$ cat src/rtl/obstacle_field.sv
// obstacle_field: multi-slot cactus renderer for the runner game.
// Obstacles scroll right-to-left by `speed` pixels per frame tick. New cacti
// spawn after an LFSR-randomised frame gap. One registered obstacle pixel is
// produced per pixel clock, and a sticky flag records any overlap with the dino.
module obstacle_field #(
  parameter int                       N_OBS    = 4,
  parameter int                       SCREEN_W = 640,
  parameter int                       SPR_W    = 60,
  parameter int                       SPR_H    = 58,
  parameter int                       Y_TOP    = 344,
  parameter int                       POS_W    = 11,
  parameter int                       MIN_GAP  = 40,
  parameter logic [7:0]               GAP_MASK = 8'h3F,
  parameter logic [SPR_W*SPR_H-1:0]   SPRITE   = '0
) (
  input  logic       clk,
  input  logic       RESET,
  input  logic       START,
  input  logic       game_status,
  input  logic       fresh,
  input  logic [3:0] speed,
  input  logic [8:0] row_addr,
  input  logic [9:0] col_addr,
  input  logic       dino_px,
  output logic       px,
  output logic       collide,
  output logic [3:0] active_cnt
);

  // Pixel-index arithmetic is done at POS_W+7 bits so that neither the
  // column offset nor the row*width product can overflow.
  localparam int IDX_W  = POS_W + 7;
  localparam int SPR_N  = SPR_W * SPR_H;
  localparam int SPR_IW = (SPR_N > 1) ? $clog2(SPR_N) : 1;
  localparam int GAP_W  = $clog2(MIN_GAP + 256) + 1;

  localparam logic [15:0]      LFSR_SEED  = 16'hACE1;
  localparam logic [POS_W:0]   RETIRE_AT  = (POS_W+1)'(SCREEN_W + SPR_W);
  localparam logic [GAP_W-1:0] GAP_RELOAD = GAP_W'(MIN_GAP);
  localparam logic [IDX_W-1:0] ROW_LO     = IDX_W'(Y_TOP);
  localparam logic [IDX_W-1:0] ROW_HI     = IDX_W'(Y_TOP + SPR_H);
  localparam logic [IDX_W-1:0] SCR_X      = IDX_W'(SCREEN_W);
  localparam logic [IDX_W-1:0] SPAN_X     = IDX_W'(SCREEN_W + SPR_W);
  localparam logic [IDX_W-1:0] SPR_WX     = IDX_W'(SPR_W);
  localparam logic [IDX_W-1:0] SPR_NX     = IDX_W'(SPR_N);

  // 16-bit Fibonacci LFSR, taps 16,14,13,11, shifting left.
  function automatic logic [15:0] lfsr_step(input logic [15:0] s);
    return {s[14:0], s[15] ^ s[13] ^ s[12] ^ s[10]};
  endfunction

  // Number of set bits in a slot-active vector.
  function automatic logic [3:0] count_ones(input logic [N_OBS-1:0] v);
    logic [3:0] n;
    n = '0;
    for (int i = 0; i < N_OBS; i++) n = n + 4'(v[i]);
    return n;
  endfunction

  logic                 fresh_meta;
  logic                 fresh_sync;
  logic                 fresh_prev;
  logic                 tick;
  logic                 clear;
  logic                 step;

  logic [N_OBS-1:0]     act_q;
  logic [N_OBS-1:0]     act_n;
  logic [POS_W-1:0]     pos_q [N_OBS];
  logic [POS_W-1:0]     pos_n [N_OBS];
  logic [POS_W:0]       adv   [N_OBS];
  logic [15:0]          lfsr_q;
  logic [15:0]          lfsr_n;
  logic [GAP_W-1:0]     gap_q;
  logic [GAP_W-1:0]     gap_n;
  logic                 spawned;

  logic [IDX_W-1:0]     row_x;
  logic [IDX_W-1:0]     col_x;
  logic                 row_in;
  logic [IDX_W-1:0]     pos_x   [N_OBS];
  logic [IDX_W-1:0]     col_lo  [N_OBS];
  logic [IDX_W-1:0]     col_hi  [N_OBS];
  logic [IDX_W-1:0]     spr_idx [N_OBS];
  logic [N_OBS-1:0]     vis_p0;
  logic                 pix_p0;
  logic                 hit_p0;

  // Two-flop synchroniser for the frame strobe plus one delay for edge detect.
  always_ff @(posedge clk or posedge RESET) begin
    if (RESET) begin
      fresh_meta <= 1'b0;
      fresh_sync <= 1'b0;
      fresh_prev <= 1'b0;
    end else begin
      fresh_meta <= fresh;
      fresh_sync <= fresh_meta;
      fresh_prev <= fresh_sync;
    end
  end

  // A frame tick is the synchronised falling edge of fresh.
  assign tick  = fresh_prev & ~fresh_sync;
  assign clear = START & ~game_status;
  assign step  = tick & game_status;

  // Position each slot would reach if it moved this tick.
  always_comb begin
    for (int s = 0; s < N_OBS; s++) begin
      adv[s] = {1'b0, pos_q[s]} + (POS_W+1)'(speed);
    end
  end

  // Next slot/gap/LFSR state: clear, or advance-retire-spawn on a running tick.
  always_comb begin
    act_n   = act_q;
    lfsr_n  = lfsr_q;
    gap_n   = gap_q;
    spawned = 1'b0;
    for (int s = 0; s < N_OBS; s++) pos_n[s] = pos_q[s];

    if (clear) begin
      act_n = '0;
      for (int s = 0; s < N_OBS; s++) pos_n[s] = '0;
      gap_n = GAP_RELOAD;
    end else if (step) begin
      // Advance and retire first, so a slot freed this tick can be reused.
      for (int s = 0; s < N_OBS; s++) begin
        if (act_q[s]) begin
          if (adv[s] >= RETIRE_AT) begin
            act_n[s] = 1'b0;
            pos_n[s] = '0;
          end else begin
            pos_n[s] = adv[s][POS_W-1:0];
          end
        end
      end

      lfsr_n = lfsr_step(lfsr_q);

      if (gap_q != '0) begin
        gap_n = gap_q - GAP_W'(1);
      end else begin
        // Lowest free slot wins; with no free slot the gap stays at zero
        // and the spawn is retried on the next tick.
        for (int s = 0; s < N_OBS; s++) begin
          if (!spawned && !act_n[s]) begin
            act_n[s] = 1'b1;
            pos_n[s] = '0;
            spawned  = 1'b1;
          end
        end
        if (spawned) gap_n = GAP_RELOAD + GAP_W'(lfsr_q[7:0] & GAP_MASK);
      end
    end
  end

  // Slot state register; active_cnt tracks the post-update slot set.
  always_ff @(posedge clk or posedge RESET) begin
    if (RESET) begin
      act_q      <= '0;
      for (int s = 0; s < N_OBS; s++) pos_q[s] <= '0;
      lfsr_q     <= LFSR_SEED;
      gap_q      <= GAP_RELOAD;
      active_cnt <= '0;
    end else begin
      act_q      <= act_n;
      for (int s = 0; s < N_OBS; s++) pos_q[s] <= pos_n[s];
      lfsr_q     <= lfsr_n;
      gap_q      <= gap_n;
      active_cnt <= count_ones(act_n);
    end
  end

  // ---- stage p0: per-slot visibility and sprite lookup for the scan position
  always_comb begin
    row_x  = IDX_W'(row_addr);
    col_x  = IDX_W'(col_addr);
    row_in = (row_x >= ROW_LO) && (row_x < ROW_HI);
    vis_p0 = '0;
    for (int s = 0; s < N_OBS; s++) begin
      pos_x[s]   = IDX_W'(pos_q[s]);
      // A slot enters from the right edge: its left edge sits at SCREEN_W-pos
      // until pos passes SCREEN_W, after which it is clipped at column 0.
      col_lo[s]  = (pos_x[s] < SCR_X) ? (SCR_X - pos_x[s]) : '0;
      col_hi[s]  = SPAN_X - pos_x[s];
      spr_idx[s] = (col_x + pos_x[s] - SCR_X) + (row_x - ROW_LO) * SPR_WX;
      vis_p0[s]  = act_q[s] & row_in
                 & (col_x >= col_lo[s]) & (col_x < col_hi[s])
                 & (spr_idx[s] < SPR_NX)
                 & SPRITE[spr_idx[s][SPR_IW-1:0]];
    end
    pix_p0 = |vis_p0;
    hit_p0 = pix_p0 & dino_px;
  end

  // ---- stage p1: registered obstacle pixel
  always_ff @(posedge clk or posedge RESET) begin
    if (RESET) px <= 1'b0;
    else       px <= pix_p0;
  end

  // Sticky collision: armed only while running, cleared by reset or a start.
  always_ff @(posedge clk or posedge RESET) begin
    if (RESET)                       collide <= 1'b0;
    else if (clear)                  collide <= 1'b0;
    else if (game_status && hit_p0)  collide <= 1'b1;
  end

endmodule

$ cat config.mk
export PLATFORM = sky130hd
export DESIGN_NAME = obstacle_field
export DESIGN_NICKNAME = d
export VERILOG_FILES = /design/src/rtl/obstacle_field.sv
export SDC_FILE = /design/constraint.sdc
export NUM_CORES = 1
export LEC_CHECK = 0
export CORE_MARGIN = 4
export CORE_UTILIZATION = 45
export DETAILED_ROUTE_END_ITERATION = 8
export PLACE_DENSITY = 0.63
export SYNTH_ARGS = -nofsm -noshare
export SYNTH_HDL_FRONTEND = slang
export SYNTH_SLANG_ARGS = --single-unit
$ cat constraint.sdc
create_clock -name clk -period 3.55 [get_ports clk]
set_input_delay 0.71 -clock clk [delete_from_list [all_inputs] [get_ports clk]]
set_output_delay 0.71 -clock clk [all_outputs]
set_load 0.01 [all_outputs]
==> Word level (Yosys, flattened, before mapping) <==
Memories as Yosys holds them, arrays and structs flattened.
Cells that the tools add are included.
{ "word_totals": {"memories": 4, "mem_bits_ro": 16384, "ff_bits": 83} }
{ "op_classes": {"reduce_logical": 18, "addsub": 30, "mul": 1, "magnitude_cmp": 26, "mux": 67, "bitwise_logic": 30} }
{ "memory_table": {"columns": ["name", "depth", "word_bits", "rd", "rd_clocked_by_memory_dff", "wr", "line", "text"], "rows": [
  ["(no name shown)", 4096, 1, 1, 0, 0, "191", "& SPRITE[spr_idx[s][SPR_IW-1:0]];"],
  ["(no name shown)", 4096, 1, 1, 0, 0, "191", null],
  ["(no name shown)", 4096, 1, 1, 0, 0, "191", null],
  ["(no name shown)", 4096, 1, 1, 0, 0, "191", null]
]} }
{ "op_table": {"columns": ["op", "n"], "rows": [
  ["$mux 11", 12],
  ["$mux 44", 3],
  ["$sub 10x11->12 const A", 8],
  ["$add 18x18->18", 4],
  ["$ge 10x18->1", 4],
  ["$lt 10x18->1", 4],
  ["$lt 18x12->1 const B", 4],
  ["$mux 18", 4],
  ["$lt 12x13->1 const B", 4],
  ["$sub 12x10->13 const B", 4],
  ["$add 10x11->12", 4],
  ["$add 11x4->12", 4],
  ["$ge 12x10->1 const B", 4],
  ["$lt 11x10->1 const B", 4],
  ["$mux 1", 41],
  ["$mux 10", 4],
  ["$and 1x1->1", 24],
  ["$mul 18x4->16 const B", 1],
  ["$mux 4", 3],
  ["$reduce_bool 10->1", 1],
  ["$sub 10x1->10 const B", 1],
  ["$sub 9x9->10 const B", 1],
  ["$ge 9x9->1 const B", 1],
  ["$lt 9x9->1 const B", 1],
  ["12 further kinds", 27]
]} }

==> Logic depth before layout (Yosys ltp) <==
{ "depth": {"ltp_word": 32, "mapped_depth": 16, "depth_no_buf": 15} }

==> Least setup slack after synthesis <==
Ideal clock, no wire load.
{ "synth_timing": {"path_type": "input port to flip-flop", "start": "in speed[0]", "end": "reg active_cnt[1]", "arrival_time_ns": 4.062, "required_time_ns": 3.424, "stages": 16, "setup_slack_ns": -0.638, "setup_ns": 0.126, "cell_sequence": "ha_1 inv_1 fa_1 nand2b_1 a21o_1 a311oi_1 o2111ai_1 a211o_1 buf_2 nor2_1 a21bo_2 nand2_1 fa_1 inv_1 ha_1 ha_1"} }
{ "synth_between": {"elab_chain_len": 29} }
{ "synth_lines": {"columns": ["item", "line", "text"], "rows": [
  ["start: declaration", "21", "input logic [3:0] speed,"],
  ["$add 11x4->12", "110", "adv[s] = {1'b0, pos_q[s]} + (POS_W+1)'(speed);"],
  ["$ge 12x10->1", "130", "if (adv[s] >= RETIRE_AT) begin"],
  ["$mux 1", "130", null],
  ["$mux 1", "129", "if (act_q[s]) begin"],
  ["$mux 1", "126", "end else if (step) begin"],
  ["$mux 1", "122", "if (clear) begin"],
  ["$mux 1", "147", "if (!spawned && !act_n[s]) begin"],
  ["$mux 1", "141", "if (gap_q != '0) begin"],
  ["[... 13 more ...]", null, null],
  ["$mux 1", "122", null],
  ["$logic_not 1->1", "147", null],
  ["$logic_and 1x1->1", "147", null],
  ["$mux 1", "147", null],
  ["$mux 4 (*)", "141", null],
  ["$mux 4 (*)", "126", null],
  ["$mux 4 (*)", "122", null],
  ["$add 3x1->4 (*)", "56", "for (int i = 0; i < N_OBS; i++) n = n + 4'(v[i]);"],
  ["end signal: assignment", "171", "active_cnt <= count_ones(act_n);"],
  ["end: declaration", "27", "output logic [3:0] active_cnt"]
]} }
Mark *: on every way between the ends. The rest lies on a longest branch, timed or not. The select of a mux whose other input is x is not followed.
A chain may end at the register's enable or synchronous reset.

==> Worst setup path after layout <==
Ends and elaborated chain as after synthesis.

==> impl_metrics.py <==
metrics = {
    "timing": {
        "worstMarginPinSlew_ns": 0.729,
        "rsz0062_at_grt": "yes",
        "finalWorstSetupSlack_ns": -0.107,
        "clock_skew_ns": 0.0101,
        "clock.fmax_mhz": 273,
        "hold_viol": 0,
        "period_needed_ns": 3.66,
        "min_period_over_period": 1.03,
        "setup_viol": 2,
        "report.final.slew_viol_count": 0,
        "timing.slew.headroom": 0.513,
    },
    "status": {
        "status": "complete, but fails checks",
        "violations": "setup timing",
    },
    "clocking": {
        "cts_root_buf": "clkbuf_16",
        "cts.clk_slew.worst_paths_ns": 0.06,
        "cts_hold_buf": 0,
        "clk_latency_ns": 0.35,
        "cts.path.max_buffers": 2,
        "cts_tree": "built",
        "htreeDepth": 3,
        "cts_sinks": 81,
        "numCtsBuffers": 9,
    },
    "finish": {
        "multi_input_area_um2": 3140,
        "num-nets-final": 730,
        "insertedDiodeCount": 0,
        "utilization": 0.603,
        "drive_above_1_share": 0.279,
        "synthToLayoutAreaGrowth_pct": 28.6,
        "design_area_um2": 6650,
        "nFillCells": 973,
        "register_area_um2": 2040,
    },
    "routing": {
        "routedWlPerCell_um": 16.3,
        "vias_per_cell": 5.74,
        "drt_first_pass_iters": 5,
        "drc": 0,
        "first_iter_violations": 360,
        "postRouteWirelength_mm": 13.4,
        "ant_nets": 0,
        "num_vias": 4716,
    },
    "placement": {
        "port_buffers": 12,
        "place_hpwl_mm": 9.62,
        "dpl_cell_area_um2": 6110,
        "routabilityCongestion": 0.898,
    },
    "synth": {
        "netlist_instances": 575,
        "synthArstFlopShare": 1.00,
        "yosysSeqAreaShare": 0.394,
        "syn_avg_cell_area_um2": 8.99,
        "synth_edf_count": 0,
        "synthDistinctLibCells": 77,
        "ys_warn_count": 0,
        "netlist_area_um2": 5170,
        "synth_flop_cell": "dfrtp_1",
        "synth-seq-cells": 81,
    },
    "die": {
        "dieArea_um2": 13300,
        "die_y_um": 115,
        "io_pins": 35,
        "num_rows": 38,
        "initial_utilization": 0.469,
        "core_area_um2": 11000,
        "dieWidth_um": 115,
    },
    "worst_setup_path": {
        "rrSetupSlack_ns": 0.01,
        "arrival_ns": 3.90,
        "critPathKind": "in2reg",
        "cp-end-kind": "register",
        "r2r_start": "pos_q[0]",
        "timing.rr.end": "active_cnt[1]",
        "cp_max_fo": 4,
        "critPathLaunchType": "primary input",
        "crit_required_ns": 3.79,
        "reg2reg_depth": 16,
    },
    "worst_hold_path": {
        "worstHoldPathCells": 0,
        "hold_path_end": "fresh_sync",
        "hold_path.startpoint": "fresh_meta",
        "hold_path.class": "reg2reg",
    },
    "global_routing": {
        "grt_first_pass_wirelength_mm": 22.9,
        "globalRouteTotalUtil": 0.218,
        "grt_start_max_net_pins": 45,
        "antenna_found_initial": 0,
        "grt_pass1_vias": 4784,
        "gr-total-overflow": 0,
    },
    "job": {
        "max-cap-violations": 0,
    },
    "power_and_ir_drop": {
        "p_leak_nw": 3.06,
        "powerDensity_nw_per_um2": 350,
        "vdd_drop_max_uv": 348,
    },
}
logic make-up (layout without fill, tap and decap cells):
group / after synthesis / after routing / share of synthesized area
buf+inv: 50 / 155 / 0.0402
fa+ha+maj: 25 / 25 / 0.0677
simple gates: 230 / 230 / 0.223
flops: 81 / 81 / 0.394
xor+xnor: 16 / 16 / 0.0271
compound gates: 166 / 166 / 0.235
mux: 6 / 6 / 0.0116
other cells: 1 / 2 / 0.000725
worst max-delay path, stage by stage:
cell       delay (ns)
buf_6            0.08
buf_6            0.11
buf_6            0.10
ha_4             0.12
inv_2            0.04
fa_2             0.38
nand2b_4         0.18
a21o_1           0.20
a311oi_2         0.28
o2111ai_1        0.15
a211o_1          0.32
nor2_4           0.09
a21bo_2          0.14
nand2_2          0.06
fa_1             0.54
inv_2            0.05
ha_4             0.15
ha_4             0.20
sequential cells by signal, indices dropped and copies added, names as in the netlist:
signal,cells
lfsr_q,16
fresh_sync,1
act_q,4
fresh_meta,1
collide,1
gap_q,10
fresh_prev,1
pos_q,44
active_cnt,3
Yosys cell counts, drive strengths merged (4+ instances only):
cell type / n / area, µm²
nor2: 39 / 149
or3: 9 / 56.3
a211o: 7 / 61.3
a211oi: 8 / 77.6
nor4: 4 / 25.0
a31oi: 7 / 43.8
nand3: 15 / 80.1
or2: 5 / 31.3
dfrtp: 71 / 1780
dfstp: 10 / 263
xor2: 7 / 61.3
fa: 5 / 100
nor3: 16 / 85.1
and3: 6 / 37.5
mux2i: 6 / 60.1
a22o: 11 / 96.3
clkbuf: 15 / 56.3
a21o: 6 / 45.0
a21oi: 28 / 144
nand4: 7 / 43.8
o31ai: 8 / 73.8
ha: 20 / 250
nand2: 85 / 322
nor3b: 5 / 37.5
and2: 14 / 87.6
inv: 24 / 90.1
o211ai: 10 / 80.1
buf: 11 / 61.3
nor2b: 4 / 25.0
nand2b: 6 / 37.5
xnor2: 9 / 78.8
a2111oi: 4 / 35.0
o21ai: 36 / 180
worst max path at each step:
stage	from	to	slack [ns]	depth (start not counted)
detailed placement	speed[2]	active_cnt[1]	-0.89	15
global route	speed[0]	active_cnt[1]	-0.24	18
finish	speed[0]	active_cnt[1]	-0.11	18
global placement	speed[2]	active_cnt[1]	-0.85	15
floorplan	speed[0]	active_cnt[1]	-0.27	16
CTS	speed[0]	active_cnt[1]	-0.22	16
area by class of cell:
type | instances | area share
Multi-Input combinational cell | 445 | 0.472
Sequential cell | 81 | 0.307
Timing Repair Buffer | 115 | 0.139
Clock buffer | 9 | 0.0339
Tap cell | 140 | 0.0263
Inverter | 24 | 0.0137
Clock inverter | 7 | 0.00790
layout by cell type (no fill, tap or decap), drive strengths merged, types with 11 or more instances in the layout:
master,n
a21oi,28
a22o,11
and2,14
buf,105
dfrtp,71
ha,20
inv,25
nand2,85
nand3,15
nor2,39
nor3,16
o21ai,36
power breakdown:
part / switching (mW) / internal (mW)
clock network: 0.404 / 0.478
logic: 0.234 / 0.196
registers: 0.0423 / 0.974
layer usage:
layer  up-vias  part of all wire  global-route usage
met1      2284              0.46               0.277
met4         0             0.028               0.106
met5         -                 0                   0
li1       2304                 -                   -
met3        30             0.036              0.0474
met2        98              0.48               0.352
per-stage QoR:
step                      cells  TNS [ns]  power [mW]  hold slack, ns  worst slack [ns]
after detailed placement    794    -19.61        1.43           0.341            -0.886
after CTS                   817    -0.420        2.34           0.356            -0.217
after global routing        821    -0.613        2.45           0.367            -0.236
after global placement      794    -17.67        1.41           0.332            -0.849
final                       821    -0.164        2.33           0.354            -0.107
after floorplan             576    -0.542        1.27           0.331            -0.269
what timing repair did:
action / 4_1_cts / 5_1_grt
setup endpoints to repair: 24 / 19
buffers inserted: 9 / 4
pin swaps: 16 / 15
gates resized for setup: 34 / 20
cloned: 0 / 0
Note: power is estimated with default switching activity, not from simulation.
